File: src/rtl/vce_cram_arbiter.sv
// VCE colour-RAM port arbiter.
// Shares one single-port CRAM between the pixel fetch pipeline and CPU
// accesses. The CPU gets free slots (no pixel, or blanking). After
// STARVE_MAX pixel slots have gone by with a CPU access waiting, the CPU
// takes the next pixel slot, and that pixel is flagged as an artifact.
module vce_cram_arbiter #(
   parameter int unsigned STARVE_MAX = 4
) (
   input  logic       clock,
   input  logic       reset_N,
   input  logic       pix_en,
   input  logic [8:0] pix_addr,
   input  logic       blank,
   output logic [8:0] pix_data,
   output logic       pix_valid,
   output logic       pix_artifact,
   input  logic       cpu_req,
   input  logic       cpu_we,
   input  logic [8:0] cpu_addr,
   input  logic [8:0] cpu_wdata,
   output logic       cpu_ack,
   output logic [8:0] cpu_rdata,
   output logic       busy,
   output logic       overrun,
   output logic [8:0] ram_addr,
   output logic       ram_we,
   output logic [8:0] ram_wdata,
   input  logic [8:0] ram_rdata
);

   // The starve counter is 3 bits wide, so the limit must fit in 3 bits.
   localparam logic [2:0] STARVE_LIM = 3'(STARVE_MAX);

   typedef enum logic [1:0] {
      ST_IDLE,
      ST_PEND,
      ST_RDWAIT
   } state_t;

   state_t     state;
   logic [2:0] starve;
   logic       pend_we;
   logic [8:0] pend_addr;
   logic [8:0] pend_wdata;

   logic       pix_slot;
   logic       pix_grant;
   logic       cpu_grant;

   logic       fetch_v;
   logic       fetch_steal;

   // Pick the single owner of the CRAM port for this cycle.
   always_comb begin
      pix_slot  = pix_en & ~blank;
      pix_grant = pix_slot & (starve < STARVE_LIM);
      cpu_grant = ~pix_grant & (state == ST_PEND);
      ram_addr  = cpu_grant ? pend_addr : pix_addr;
      ram_we    = cpu_grant & pend_we;
      ram_wdata = pend_wdata;
   end

   // CPU request FSM: capture, wait for a slot, complete, with registered outputs.
   always_ff @(posedge clock or negedge reset_N) begin
      if (!reset_N) begin
         state      <= ST_IDLE;
         starve     <= '0;
         busy       <= 1'b0;
         overrun    <= 1'b0;
         cpu_ack    <= 1'b0;
         cpu_rdata  <= '0;
         pend_we    <= 1'b0;
         pend_addr  <= '0;
         pend_wdata <= '0;
      end else begin
         cpu_ack <= 1'b0;
         if (cpu_req && busy) begin
            overrun <= 1'b1;
         end
         case (state)
            ST_IDLE: begin
               starve <= '0;
               if (cpu_req) begin
                  pend_we    <= cpu_we;
                  pend_addr  <= cpu_addr;
                  pend_wdata <= cpu_wdata;
                  busy       <= 1'b1;
                  state      <= ST_PEND;
               end
            end
            ST_PEND: begin
               if (cpu_grant) begin
                  starve <= '0;
                  if (pend_we) begin
                     cpu_ack <= 1'b1;
                     busy    <= 1'b0;
                     state   <= ST_IDLE;
                  end else begin
                     state <= ST_RDWAIT;
                  end
               end else if (pix_grant) begin
                  // pix_grant already implies starve < STARVE_LIM, so this saturates.
                  starve <= starve + 3'd1;
               end
            end
            ST_RDWAIT: begin
               starve    <= '0;
               cpu_rdata <= ram_rdata;
               cpu_ack   <= 1'b1;
               busy      <= 1'b0;
               state     <= ST_IDLE;
            end
            default: begin
               starve <= '0;
               busy   <= 1'b0;
               state  <= ST_IDLE;
            end
         endcase
      end
   end

   // Pixel pipeline: slot marker in stage 1, colour word and flags in stage 2.
   always_ff @(posedge clock or negedge reset_N) begin
      if (!reset_N) begin
         fetch_v      <= 1'b0;
         fetch_steal  <= 1'b0;
         pix_valid    <= 1'b0;
         pix_artifact <= 1'b0;
         pix_data     <= '0;
      end else begin
         fetch_v      <= pix_slot;
         fetch_steal  <= pix_slot & ~pix_grant;
         pix_valid    <= fetch_v;
         pix_artifact <= fetch_v & fetch_steal;
         // A stolen slot re-issues the previous colour word unchanged.
         if (fetch_v && !fetch_steal) begin
            pix_data <= ram_rdata;
         end
      end
   end

endmodule

File: config.mk
export PLATFORM = sky130hd
export DESIGN_NAME = vce_cram_arbiter
export DESIGN_NICKNAME = d
export VERILOG_FILES = /design/src/rtl/vce_cram_arbiter.sv
export SDC_FILE = /design/constraint.sdc
export NUM_CORES = 1
export LEC_CHECK = 0
export ABC_AREA = 1
export CORE_ASPECT_RATIO = 0.8
export CORE_MARGIN = 1
export CORE_UTILIZATION = 40
export DETAILED_ROUTE_END_ITERATION = 10
export PLACE_DENSITY = 0.75
export SETUP_SLACK_MARGIN = 0.4
export SLEW_MARGIN = 20
export SYNTH_ARGS = -nofsm -noshare
export SYNTH_HDL_FRONTEND = slang
export SYNTH_SLANG_ARGS = --single-unit
File: constraint.sdc
create_clock -name clock -period 2.06 [get_ports clock]
set_clock_uncertainty 0.1 [all_clocks]
set_input_delay 0.618 -clock clock [delete_from_list [all_inputs] [get_ports clock]]
set_output_delay 0.618 -clock clock [all_outputs]
set_load 0.03 [all_outputs]
; ---- Word level (Yosys, flattened, before mapping)
; Index checks and enable logic that the tools add are counted.
[word_totals]
regBits = 49
in_bits = 42
output_inout_bits = 42
[op_classes]
n_addsub = 1
magnitude_cmp = 1
eq_ne = 6
muxes = 15
bitwise_logic = 8
n_reduce_logical = 7
[ops]
columns = operator, n
row1 = 3-bit 2-to-1 mux, 3
row2 = 9-bit 2-to-1 mux, 1
row3 = 1-bit AND, 6
row4 = 2-bit 2-to-1 mux, 3
row5 = 2-bit != test (second input constant), 3
row6 = 1-bit 2-to-1 mux, 5
row7 = 1-bit one-hot mux with 2 select lines, 2
row8 = 2-bit one-hot mux with 2 select lines, 1
row9 = 2-bit AND reduction, 2
row10 = 3-bit by 1-bit adder with 3-bit output (second input constant), 1
row11 = 3-bit < comparator (second input constant), 1
row12 = 3-bit != test (second input constant), 1
row13 = 3-bit AND reduction, 1
row14 = 2-bit by 1-bit == test with 1-bit output (second input constant), 1
row15 = 2-bit == test (second input constant), 1
row16 = 1-bit logical AND, 2
row17 = 2-bit zero test, 1
row18 = 1-bit NOT, 2
row19 = 1-bit zero test, 1

; ---- Longest topological paths before layout
; Gate-level depths: netlist of the first run.
[logic_depth]
ltp_word = 7
mapped_depth = 7
depth_no_buf = 6

; ---- Worst setup path before layout of the first run
; OpenSTA, ideal clock, no wires.
[synth_timing]
path_kind = input -> output
startpoint = input port pix_en
endpoint = output port ram_addr[0]
arrival_time_ns = 1.298
path_slack_ns = 0.044
stages = 7
path_cell_list = inv_1 nor2_2 nand2_1 clkbuf_8 nand2_8 nand2_1 nand2_1
[synth_via]
elab_chain_cells = 5
[synth_rtl]
columns = item, line_no
row1 = start: declaration, 11  ; input logic pix_en,
row2 = 1-bit AND, 55  ; pix_slot = pix_en & ~blank;
row3 = named net pix_slot, 46  ; logic pix_slot;
row4 = 1-bit AND, 56  ; pix_grant = pix_slot & (starve < STARVE_LIM);
row5 = 1-bit NOT, 57  ; cpu_grant = ~pix_grant & (state == ST_PEND);
row6 = 1-bit AND, 57
row7 = 9-bit 2-to-1 mux, 58  ; ram_addr = cpu_grant ? pend_addr : pix_addr;
row8 = end: declaration, 25  ; output logic [8:0] ram_addr,
; The timed path passes the listed nets, and every way through them passes these cells.

; ---- Worst setup path in the final report of the first run
[layout_timing]
startpoint = input port blank
endpoint = output port ram_addr[6]
[layout_via]
elab_chain_cells = 6
[layout_rtl]
columns = item, line_no
row1 = start: declaration, 13  ; input logic blank,
row2 = 1-bit NOT, 55
row3 = 1-bit AND, 55
row4 = named net pix_slot, 46
row5 = 1-bit AND, 56
row6 = 1-bit NOT, 57
row7 = 1-bit AND, 57
row8 = 9-bit 2-to-1 mux, 58
; The timed path passes the listed nets, and every way through them passes these cells.

==> results of run 1 <==
sequential cells by signal, summed over array words and instances (netlist names):
register and cells:
fetch_v 1, pix_valid 1, overrun 1, pend_we 1, pix_artifact 1, busy 1
pend_addr 9, cpu_ack 1, starve 3, state 2, cpu_rdata 9, ram_wdata 9
pix_data 9, fetch_steal 1
report_power, final:
part	switching, uW	internal (uW)	total [uW]
clock	328	243	570
sequential	228	1300	1520
combinational	1440	1150	2590
cell type report:
type                       instances  area, sq um
timing repair buffer              96          833
inverter                          18         76.3
timing repair inverter             1         7.51
clock buffer                       6         72.6
sequential                        49         1230
tap                               62         77.6
clock inverter                     2         13.8
multi-input combinational        116         1040
fill                             392         1720
path summary, 6_finish.rpt:
path                       startpoint      endpoint  slack [ps]  depth (start not counted)
setup / recovery                blank   ram_addr[6]        -130                          7
hold / removal                reset_N  ram_wdata[7]         180                          2
setup reg to reg             state[0]  pend_addr[2]         470                          6
hold reg to reg               fetch_v     pix_valid         310                          0
max in group asynchronous     reset_N  cpu_rdata[7]        1450                          2
min in group clock            fetch_v     pix_valid         310                          0
worst register-to-register path, cell delays in order, from the launching register on:
cell and delay [ps]:
dfrtp_1 420, buf_4 150, inv_2 50, ha_4 170, nand2_2 70, buf_12 200, mux2_4 330
metal layers:
layer | wire length [um] | part of all wire | up-vias | track usage
li1 | - | - | 802 | -
met2 | 2780 | 0.52 | 60 | 0.327
met5 | 0 | 0 | - | 0
met3 | 245 | 0.045 | 8 | 0.0458
met1 | 2270 | 0.42 | 812 | 0.241
met4 | 89 | 0.017 | 0 | 0.0678
Yosys cell counts:
cell type   n  share of area
inv_1      18          0.032
buf_2       2         0.0047
nor2_2      1         0.0030
nor2_1      4         0.0071
dfrtp_1    49           0.58
nand2_2     1         0.0030
nand4_1     2         0.0059
mux2_4     18           0.13
a21boi_0    1         0.0035
buf_6       3          0.016
nand3_1    12          0.028
ha_1        5          0.029
nor3_1      1         0.0024
a21o_1      1         0.0035
a21oi_1     1         0.0024
clkbuf_8    1         0.0065
nand2_1    51          0.090
o21ai_0    11          0.026
nand2_8     1         0.0094
mux2_2      4          0.021
placed cells by master (no fill, tap or decap), types with 3 or more instances in the layout:
master and n:
dfrtp_1 49, clkdlybuf4s50_1 38, buf_2 34, nand2_1 32
mux2_4 18, nand2_4 16, inv_1 12, o21ai_0 11
buf_6 10, buf_4 9, nand3_2 7, clkbuf_8 5
inv_2 4, nand2_2 4, nor2_1 4, mux2_2 4
nand2_8 3, nand3_4 3, buf_12 3
kinds of logic (layout without fill, tap and decap cells):
family,after synthesis,in the layout,synth area share
AOI/OAI and AO/OA,14,14,0.0354
adders and majority gates,5,5,0.0295
buffers and inverters,24,123,0.0590
DFF,49,49,0.578
muxes,22,22,0.149
and+or+nand+nor,73,75,0.149
through the flow:
step           utilization  setup slack [ps]  power, uW
2_1_floorplan            -               151       3000
3_3_place_gp         0.617              -563       3830
3_5_place_dp         0.617              -618       3890
4_1_cts              0.653             -91.8       4620
5_1_grt              0.661              -179       4910
6_report             0.661              -132       4680
repair_timing:
item / in CTS / in global routing
setup buffers: 4 / 1
pin swaps: 6 / 3
endpoints found under the setup margin: 43 / 38
gates cloned: 3 / 1
resized for setup: 213 / 8
==> impl_results.md, run 1 <==
* Critical Path End Type: output pin
* Fin. Hold Viols at 0
* Max-cap violations at 0
* Setup ws final at -132 ps
* Sequential share of the synthesized area at 0.578
* TritonCTS clock tree: yes
* Hold WC Path Type: primary input to asynchronous set/reset pin
* Layout cell share with drive strength beyond 1 at 0.455
* DR DRC count at 0
* I/O Pins at 84
* Avg WL per Cell at 15.4 um
* Slew Viols, Final at 0
* Status: finished with violations
* Diode count at 0
* Slowest CP cell: nor2_4
* CP delay by family, top: simple AND/OR/NAND/NOR gates
* Setup TNS Final at -1050 ps
* Startpoint types: primary input
* Mean post-synth cell area at 11.3 sq um
* Placed insts at 333
* TritonRoute pass-1 iters at 4
* Failing checks: negative setup slack
* Vias/cell at 4.81
* Tcrit/Tclk final at 1.06
* Max Freq at 456 MHz
* Clock buffer depth at 2
* Syn nets at 234
* Dpl cell area at 0.00312 sq mm
* RSZ-0062 raised after global routing: yes
* Number of global-route vias before repair at 1535
* # nets final at 334
* Starting density of the core at 0.419
* WP buf/inv at 2
* Port Buffers at 83
* Hold_buf cts at 0
* Initial antenna violation count at 0
* Worst-Margin Slew at 488 ps
* Vias at 1682
* CORE AREA at 0.00506 sq mm
* Clock sinks at 49
* Synth Cell Area at 0.00212 sq mm
* Die Ht at 67.1 um
* Leakage at 0.00165 uW
* Pin count of the biggest net entering global routing at 50
* Clock Latency Late Sink at 300 ps
* Max VDD drop at 0.885 mV
* Ys Warns at 0
* Antenna Nets Post-Route at 0
* Htree depth at 2
* CP max FO at 7
* Crit path time final at 2190 ps
* CP Class: primary input to output pin
* WP data required at 1340 ps
* Critical path cell sequence: buf_2, nor2_4, nand2_8, nand2_8, nand2_4, nand2_4, buf_6
* P&R area growth vs syn at 57.9%
* Hold slack at 176 ps
* Worst slew margin at 0.674
* Final wirelength at 5.39 mm
* Final Cell Area at 0.00335 sq mm
* Die width at 83.4 um
* PwrDens at 1400 mW/mm^2
* Final setup viols at 10
* GP Congestion at 0.789
* Root Driver: clkbuf_8
* Synth Instances at 187
* Synth unique cells at 20
* WP data arrival at 1470 ps
* Total die area at 0.00560 sq mm
* First DRT Iteration DRCs at 68
* Slowest stage delay, CP at 180 ps
* Row cnt at 23
* GRT overflow at 0
* CTS Buf Count at 5
* GRT Total Usage at 0.191
* Clk pin slew, worst setup/hold paths at 90 ps
* Non-Filler Instances at 350
* Yosys reg bits at 49
* First-pass GRT wire length at 8.07 mm
* DPL Wire Length at 3.31 mm
No activity file was read; power rests on OpenSTA's default activity.
==> run 2, diff against run 1 <==
clock period = 2.1 ns   (was 2.06 ns; I/O delays follow)
==> impl_results.md, run 2 (synthesis results as in run 1) <==
* Status: finished with violations
* Failing checks: negative setup slack
* Vias at 1715 (+2.0%)
* Clock Latency Late Sink at 310 ps (about the same)
* CP max FO at 7 (unchanged)
* Critical Path End Type: output pin
* Die width at 83.4 um (unchanged)
* Crit path time final at 2220 ps
* Starting density of the core at 0.419 (unchanged)
* Worst-Margin Slew at 485 ps (-3.54 ps)
* Layout cell share with drive strength beyond 1 at 0.450 (-0.00503)
* Comb pwr share at 0.551 (-0.002)
* Worst slew margin at 0.676 (+0.00237)
* PwrDens at 1350 mW/mm^2 (-3.3%)
* Diode count at 0 (unchanged)
* # nets final at 335 (+0.30%)
* Die Ht at 67.1 um (unchanged)
* WP data arrival at 1490 ps (+20 ps)
* Root Driver: clkbuf_8
* CORE AREA at 0.00506 sq mm (unchanged)
* Net Sw Frac at 0.426 (-0.000460)
* P&R area growth vs syn at 59.6%
* CP Class: flip-flop to output pin
* Row cnt at 23 (unchanged)
* TritonCTS clock tree: yes
* Setup ws final at -119 ps (+13.7 ps)
* Final setup viols at 10 (unchanged)
* DPL Wire Length at 3.30 mm (-0.47%)
* GP Congestion at 0.786 (-0.38%)
* Most common cell after layout, fill and taps aside: dfrtp_1
* Number of global-route vias before repair at 1630 (+6.2%)
* Register share of total power at 0.325 (about the same)
* Placed insts at 333 (unchanged)
* Max VDD drop at 0.735 mV (-17%)
* Clk pwr share at 0.124 (+0.002)
* CTS Buf Count at 5 (unchanged)
* Int Power at 2630 uW (-2.2%)
* RSZ-0062 raised after global routing: yes
* Max Freq at 451 MHz
* Startpoint types: flip-flop
* Power Total at 4580 uW (-2.3%)
* Slew Viols, Final at 0 (unchanged)
* Clk pin slew, worst setup/hold paths at 100 ps (about the same)
* Port Buffers at 83 (unchanged)
* Vias/cell at 4.89 (+1.7%)
* Hold WC Path Type: primary input to asynchronous set/reset pin
* GRT overflow at 0 (unchanged)
* GRT Total Usage at 0.183 (-0.00739)
* Hold_buf cts at 0 (unchanged)
* Tcrit/Tclk final at 1.06
* Clock buffer depth at 2 (unchanged)
* Clock sinks at 49 (unchanged)
* Initial antenna violation count at 0 (unchanged)
* Pin count of the biggest net entering global routing at 50 (unchanged)
* Final wirelength at 5.27 mm (-2.2%)
* Max-cap violations at 0 (unchanged)
* Htree depth at 2 (unchanged)
* Fin. Hold Viols at 0 (unchanged)
* First-pass GRT wire length at 7.89 mm (-2.3%)
* I/O Pins at 84 (unchanged)
* DR DRC count at 0 (unchanged)
* First DRT Iteration DRCs at 99 (+46%)
* Non-Filler Instances at 351 (+0.29%)
* Leakage at 0.00167 uW (+1.1%)
* WP data required at 1370 ps (+30 ps)
* Commonest non-fill, non-tap cells in the layout: dfrtp_1, clkdlybuf4s50_1, nand2_1, buf_2
* Layout fillers at 400 (+2.0%)
* Total die area at 0.00560 sq mm (unchanged)
* Avg WL per Cell at 15.0 um (-2.5%)
* TritonRoute pass-1 iters at 4 (unchanged)
* Antenna Nets Post-Route at 0 (unchanged)
* Sw Pwr at 1950 uW (-2.4%)
run 2: layer usage:
| metal | vias to the layer above | track usage | routed length [um] |
|---|---|---|---|
| met1 | 849 | 0.232 | 2270 |
| met4 | 0 | 0.0657 | 72 |
| met2 | 49 | 0.318 | 2690 |
| met3 | 7 | 0.0384 | 239 |
| met5 | - | 0 | 0 |
| li1 | 810 | - | - |
run 2: per-stage QoR:
stage | util | area [sq um] | setup WS [ps] | hold WS (ps) | setup TNS, ps
after detailed placement | 0.617 | 3120 | -618 | 290 | -6030
final | 0.668 | 3380 | -119 | 182 | -821
after global routing | 0.668 | 3380 | -171 | 203 | -1260
after global placement | 0.617 | 3120 | -547 | 287 | -5390
after CTS | 0.660 | 3340 | -87.4 | 200 | -637
after floorplan | - | 2210 | 167 | 234 | 0
run 2: area by class of cell:
type,instances,area (sq um),area share
well taps,62,77.6,0.0229
clock inverters,3,25.0,0.00739
flip-flops and latches,49,1230,0.362
clock buffers,5,68.8,0.0203
inverters,18,76.3,0.0226
multi-input cells,116,1040,0.306
repair buffers,98,873,0.258
run 2: worst max-delay path, stage by stage (launching register included):
cell,delay (ps)
dfrtp_1,400
inv_2,80
ha_4,170
buf_12,150
nand3_1,150
nand2_4,110
buf_6,130
run 2: path summary, 6_finish.rpt:
kind	start	endpoint	slack (ps)	cells after the start
min in group clock	fetch_v	pix_valid	310	0
worst max-delay path	state[1]	ram_addr[3]	-120	6
max in group asynchronous	reset_N	cpu_rdata[2]	1480	2
worst max register to register	state[0]	pend_addr[3]	460	6
worst min-delay path	reset_N	ram_wdata[6]	180	2
worst min register to register	fetch_v	pix_valid	310	0
run 2: timing repair:
action,4_1_cts,5_1_grt
buffers inserted,2,5
endpoints found under the setup margin,44,15
cloned,3,0
pin swaps,6,7
gates resized for setup,201,19
run 2: power by group through the flow:
stage,Clock [uW],Sequential (uW),Combinational (uW)
CTS,579,1480,2460
floorplan,0,1870,1080
global route,615,1520,2650
detailed placement,0,1480,2330
global placement,0,1470,2290
finish,567,1490,2520
==> run 3, diff against run 2 <==
SLEW_MARGIN = not set   (was 20)
==> results of run 3 <==
Same layout as run 2: the final DEF is identical, and so are final timing and power.
